<file path="src/rtl/cast_gather_arbiter.sv">
// cast_gather_arbiter: packet-level round-robin arbiter sharing one tile-to-NoC
// injection stream between the cast and gather producers. A grant is held from
// head to tail, and per-source packet counters are kept for debug.
// Optional feature: define CAST_GATHER_ARB_OUT_REG_EN to register the output
// through a 2-entry skid buffer (1-cycle latency, no ready_i-to-ready_o path).

`ifndef DW
`define DW 32
`endif

module cast_gather_arbiter #(
    parameter int DW = `DW,
    parameter int CW = 16
) (
    input  logic          clk,
    input  logic          rstn,
    input  logic [DW-1:0] cast_data_i,
    input  logic          cast_last_i,
    input  logic          cast_valid_i,
    output logic          cast_ready_o,
    input  logic [DW-1:0] gather_data_i,
    input  logic          gather_last_i,
    input  logic          gather_valid_i,
    output logic          gather_ready_o,
    output logic [DW-1:0] cast_gather_data_o,
    output logic          cast_gather_valid_o,
    input  logic          cast_gather_ready_i,
    output logic [CW-1:0] cast_pkt_cnt_o,
    output logic [CW-1:0] gather_pkt_cnt_o,
    output logic          busy_o
);

    typedef enum logic [1:0] {IDLE, LOCK_C, LOCK_G} state_t;

    state_t        state;
    logic          prio;      // 0 favours cast, 1 favours gather
    logic          grant_c;
    logic          grant_g;
    logic          acc;       // downstream (NoC or skid buffer) can take a flit
    logic [DW-1:0] sel_data;
    logic          sel_valid;
    logic          sel_last;
    logic          fire;

    // Grant selection: round-robin in IDLE, fixed to the owner while locked.
    // Gated by rstn so outputs drop to reset values the moment reset asserts.
    always_comb begin
        grant_c = 1'b0;
        grant_g = 1'b0;
        if (rstn) begin
            case (state)
                IDLE: begin
                    if (cast_valid_i && (!gather_valid_i || !prio))
                        grant_c = 1'b1;
                    else if (gather_valid_i)
                        grant_g = 1'b1;
                end
                LOCK_C:  grant_c = 1'b1;
                LOCK_G:  grant_g = 1'b1;
                default: ;
            endcase
        end
    end

    assign sel_data       = grant_g ? gather_data_i : cast_data_i;
    assign sel_valid      = (grant_c & cast_valid_i) | (grant_g & gather_valid_i);
    assign sel_last       = grant_g ? gather_last_i : cast_last_i;
    assign cast_ready_o   = grant_c & acc;
    assign gather_ready_o = grant_g & acc;
    assign fire           = sel_valid & acc;
    assign busy_o         = (state != IDLE);

    // Packet FSM, round-robin pointer and per-source tail counters.
    always_ff @(posedge clk or negedge rstn) begin
        if (!rstn) begin
            state            <= IDLE;
            prio             <= 1'b0;
            cast_pkt_cnt_o   <= '0;
            gather_pkt_cnt_o <= '0;
        end else if (fire) begin
            if (sel_last) begin
                state <= IDLE;
                prio  <= grant_c;  // hand priority to the other source
                if (grant_c)
                    cast_pkt_cnt_o <= cast_pkt_cnt_o + CW'(1);
                else
                    gather_pkt_cnt_o <= gather_pkt_cnt_o + CW'(1);
            end else begin
                state <= grant_c ? LOCK_C : LOCK_G;
            end
        end
    end

`ifdef CAST_GATHER_ARB_OUT_REG_EN
    logic [DW-1:0] buf_q [2];
    logic          wr_ptr;
    logic          rd_ptr;
    logic [1:0]    cnt;
    logic          pop;

    // Readies depend only on occupancy; two entries sustain 1 flit/cycle.
    assign acc                 = (cnt != 2'd2);
    assign pop                 = (cnt != 2'd0) && cast_gather_ready_i;
    assign cast_gather_valid_o = (cnt != 2'd0);
    assign cast_gather_data_o  = buf_q[rd_ptr];

    // Skid buffer pointers and occupancy.
    always_ff @(posedge clk or negedge rstn) begin
        if (!rstn) begin
            wr_ptr <= 1'b0;
            rd_ptr <= 1'b0;
            cnt    <= 2'd0;
        end else begin
            if (fire) wr_ptr <= ~wr_ptr;
            if (pop)  rd_ptr <= ~rd_ptr;
            cnt <= cnt + {1'b0, fire} - {1'b0, pop};
        end
    end

    // Skid buffer storage; contents are don't-care while empty.
    always_ff @(posedge clk) begin
        if (fire) buf_q[wr_ptr] <= sel_data;
    end
`else
    assign acc                 = cast_gather_ready_i;
    assign cast_gather_valid_o = sel_valid;
    assign cast_gather_data_o  = sel_data;
`endif

endmodule

</file>
<file path="config.mk">
export PLATFORM = sky130hd
export DESIGN_NAME = cast_gather_arbiter
export DESIGN_NICKNAME = d
export VERILOG_FILES = /design/src/rtl/cast_gather_arbiter.sv
export SDC_FILE = /design/constraint.sdc
export NUM_CORES = 1
export LEC_CHECK = 0
export ABC_CLOCK_PERIOD_IN_PS = 2200
export BUFFER_PORTS_ARGS = -buffer_cell sky130_fd_sc_hd__buf_2
export CAP_MARGIN = 20
export CORE_MARGIN = 2
export CORE_UTILIZATION = 43
export DETAILED_ROUTE_END_ITERATION = 8
export PLACE_DENSITY = 0.85
export REMOVE_ABC_BUFFERS = 1
export SLEW_MARGIN = 30
export SYNTH_ARGS = -nofsm -noshare
export SYNTH_HDL_FRONTEND = slang
export SYNTH_SLANG_ARGS = --single-unit
</file>
<file path="constraint.sdc">
create_clock -name clk -period 2.2 [get_ports clk]
set_clock_uncertainty 0.05 [all_clocks]
set_input_delay 0.11 -clock clk [delete_from_list [all_inputs] [get_ports clk]]
set_output_delay 0.11 -clock clk [all_outputs]
set_load 0.05 [all_outputs]
</file>
==> metrics.md <==
| Metric | Value |
|---|---|
| Share of cells above drive strength 1 | `0.5788` |
| Top Ports | `139` |
| Vias per inst | `5.072` |
| FF-to-FF End | `cast_pkt_cnt_o[13]` |
| CP arrival | `2030 ps` |
| Die Wd | `75.18 um` |
| Placement Setup Slack | `-2.930 ps` |
| Highest routed layer | `met4` |
| Hold depth | `3` |
| Initial antenna violation count | `0` |
| Largest family of logic cells by synthesized area | `simple AND/OR/NAND/NOR gates` |
| Clk_lat worst skew | `280 ps` |
| Reg2Reg Depth | `7` |
| Worst hold start | `cast_gather_ready_i` |
| Metal2 WL | `3398 um` |
| Drt drc | `0` |
| Clock sink count | `35` |
| Final setup margin | `13.15 ps` |
| Post-DP HPWL | `4870 um` |
| Post-synthesis simple-gate area fraction | `0.2309` |
| Pins over their slew limit | `0` |
| CP max FO | `8` |
| Initial drt markers | `77` |
| Post-Layout Cell Count | `416` |
| Crit-path slowest cell | `dfrtp_1` |
| Outcome | `finished clean` |
| R2r setup slk | `120 ps` |
| I/O Buffers | `138` |
| Mux contribution to synthesized area | `0.1752` |
| Clk slew on worst S/H paths | `70 ps` |
| Fmax | `457.3 MHz` |
| Final Cell Area | `3197 sq um` |
| Hold_ws | `105.1 ps` |
| CP Launch Type | `flip-flop` |
| Setup crit end | `cast_gather_data_o[9]` |
| CTS tree | `done` |
| Most common cell after layout, fill and taps aside | `buf_2` |
| RSZ-0062 raised after global routing | `yes` |
| Routed len/inst | `15.23 um` |
| Initial Util | `0.4522` |
| ANT cells | `0` |
| Top delay family on crit path | `buffers and inverters` |
| Share of the yosys chip area belonging to registers | `0.4021` |
| Finish-stage setup viols | `0` |
| Largest net degree at the start of global routing | `34` |
| Yosys warns | `0` |
| Post-synthesis cell count | `201` |
| Share of the clock period used by the worst path | `0.9940` |
| Met3 wire length | `435 um` |
| First-pass GRT wire length | `9108 um` |
| Worst setup path start | `state[0]` |
| Routability congestion estimate | `0.8583` |
| Final setup TNS | `0 ps` |
| Drt total wl | `6336 um` |
| Static leakage | `1.733 nW` |
| Hold Path Class | `primary input to flip-flop` |
| Die footprint | `5651 sq um` |
| Clock Tree Root | `clkbuf_8` |
| Hold Vio Cnt, Final | `0` |
| Class of the most critical setup path | `flip-flop to primary output` |
| CP cell instances | `nand2b_4 > nor3_4 > clkbuf_16 > buf_6 > mux2_2 > clkbuf_4` |
| Initial DRT Pass Iterations | `4` |
| Data required, critical path | `2040 ps` |
| Area grow syn2layout | `46.75%` |
| CTS Buffer Depth | `2` |
| Reg-to-reg critical path startpoint | `state[1]` |
| Synthesized area | `2178 sq um` |
| Max H-tree Level | `2` |
| Avg Cell Area, Syn | `10.84 sq um` |
| Worst path depth | `6` |
| Site Rows | `25` |
| M1 WL | `2388 um` |
| CP endpoint kind | `primary output` |
| Yosys reg bits | `35` |
| Global Route Usage Sum | `0.2114` |
| Slowest stage delay, CP | `380 ps` |
| Vias in the first global route | `1973` |
| Xor/xnor share of the synthesized area | `0.1206` |
| Final ANT Viol Nets | `0` |
| Num CTS Buffers | `5` |
| Compound-Gate Fraction of Synth Area | `0.03217` |
| Dpl cells | `399` |
| Max-cap violations | `0` |
| Synth cell types | `33` |
| Placed inst area | `2932 sq um` |
| Slew @ Worst Pin | `553.0 ps` |
| Die H | `75.18 um` |
| Overflow after GRT | `0` |
| Max transition margin | `0.6299` |
| Worst vdd ir | `0.3897 mV` |
| Power Density | `779.7 nW/um^2` |
| Vias after detailed routing | `2110` |
| Crit path buf inv count | `3` |
| Core ar. | `4817 sq um` |
| Shortest period the worst path allows | `2187 ps` |
| Commonest cells after routing, fill and taps aside | `buf_2, dfrtp_1, mux2_2, buf_4, nand2_1` |
| Post-Synth Adder-Cell Area | `0.01149` |
| Nets | `421` |
[routing by layer]
layer | GRT usage | up-vias
li1 | - | 1011
met1 | 0.2365 | 989
met2 | 0.3967 | 100
met3 | 0.05221 | 10
met4 | 0.05848 | 0
met5 | 0 | -
[flip-flops by register name (all words and copies together), names as in the netlist]
signal            cells
prio                  1
gather_pkt_cnt_o     16
state                 2
cast_pkt_cnt_o       16
[power by group]
| group | switching (mW) | internal [mW] | total, mW |
|---|---|---|---|
| registers | 0.0941 | 0.711 | 0.805 |
| clock network | 0.231 | 0.285 | 0.516 |
| logic | 0.776 | 0.396 | 1.17 |
| total | 1.10 | 1.39 | 2.49 |
[Yosys cell counts]
library cell,n,area share
nor2b_1,1,0.0029
or2_2,2,0.0057
nor4_1,8,0.023
nor3_4,1,0.0075
and4_1,2,0.0080
nand2b_1,2,0.0057
nor3b_2,1,0.0057
nand3_1,11,0.025
and3_1,3,0.0086
nor4_4,4,0.039
nand4_1,10,0.029
ha_1,2,0.011
a22o_1,1,0.0040
o21ai_2,2,0.0080
a21o_1,1,0.0034
a21boi_0,2,0.0069
buf_6,1,0.0052
mux2i_1,1,0.0046
dfrtp_1,35,0.40
inv_1,3,0.0052
xor2_1,18,0.072
buf_2,6,0.014
clkbuf_1,1,0.0017
nand2_1,19,0.033
nand2b_4,1,0.0063
o311a_1,1,0.0046
or2_0,1,0.0029
nor3_1,8,0.018
a21boi_2,1,0.0052
nor2_1,6,0.010
buf_1,1,0.0017
mux2_2,33,0.17
xnor2_1,12,0.048
[worst min-delay path by stage]
stage                   endpoint  slack [ps]
6_report                state[1]         110
2_1_floorplan  cast_pkt_cnt_o[0]        -240
5_1_grt                 state[1]         130
3_5_place_dp            state[0]         -90
4_1_cts                 state[1]         110
3_3_place_gp            state[0]        -100
[kinds of logic (layout without fill, tap and decap cells)]
kind of cell	Yosys count	count (layout)
muxes	34	34
adders and majority gates	2	2
and+or+nand+nor	80	80
buffers and inverters	12	160
AOI/OAI and AO/OA	8	8
DFF	35	35
xor gates and xnor gates	30	30
[final cells by class]
type	count	area (sq um)
Fill cell	429	1620
Multi-Input combinational cell	154	1256
Clock inverter	1	7.507
Timing Repair Buffer	149	864.6
Sequential cell	35	877.1
Tap cell	67	83.83
Clock buffer	7	96.34
Inverter	3	11.26
[per-stage QoR]
stage               utilization  total power [mW]
global route             0.6636             2.601
detailed placement       0.6086             1.890
CTS                      0.6338             2.407
global placement         0.6086             1.866
floorplan                     -             1.601
finish                   0.6636             2.492
[timing repair]
action                                 4_1_cts  5_1_grt
setup endpoints to repair                    5       32
cloned                                       0        1
pin swaps                                    1        1
gates resized for setup                      1       43
endpoints found under the hold margin       35        0
buffers inserted                             0        7
hold buffers                                 1        0
[worst min-delay path, cell delays in order]
cell and delay (ps):
buf_2 140, nand3_1 70, a21boi_0 80
Note: power is estimated with default switching activity, not from simulation.
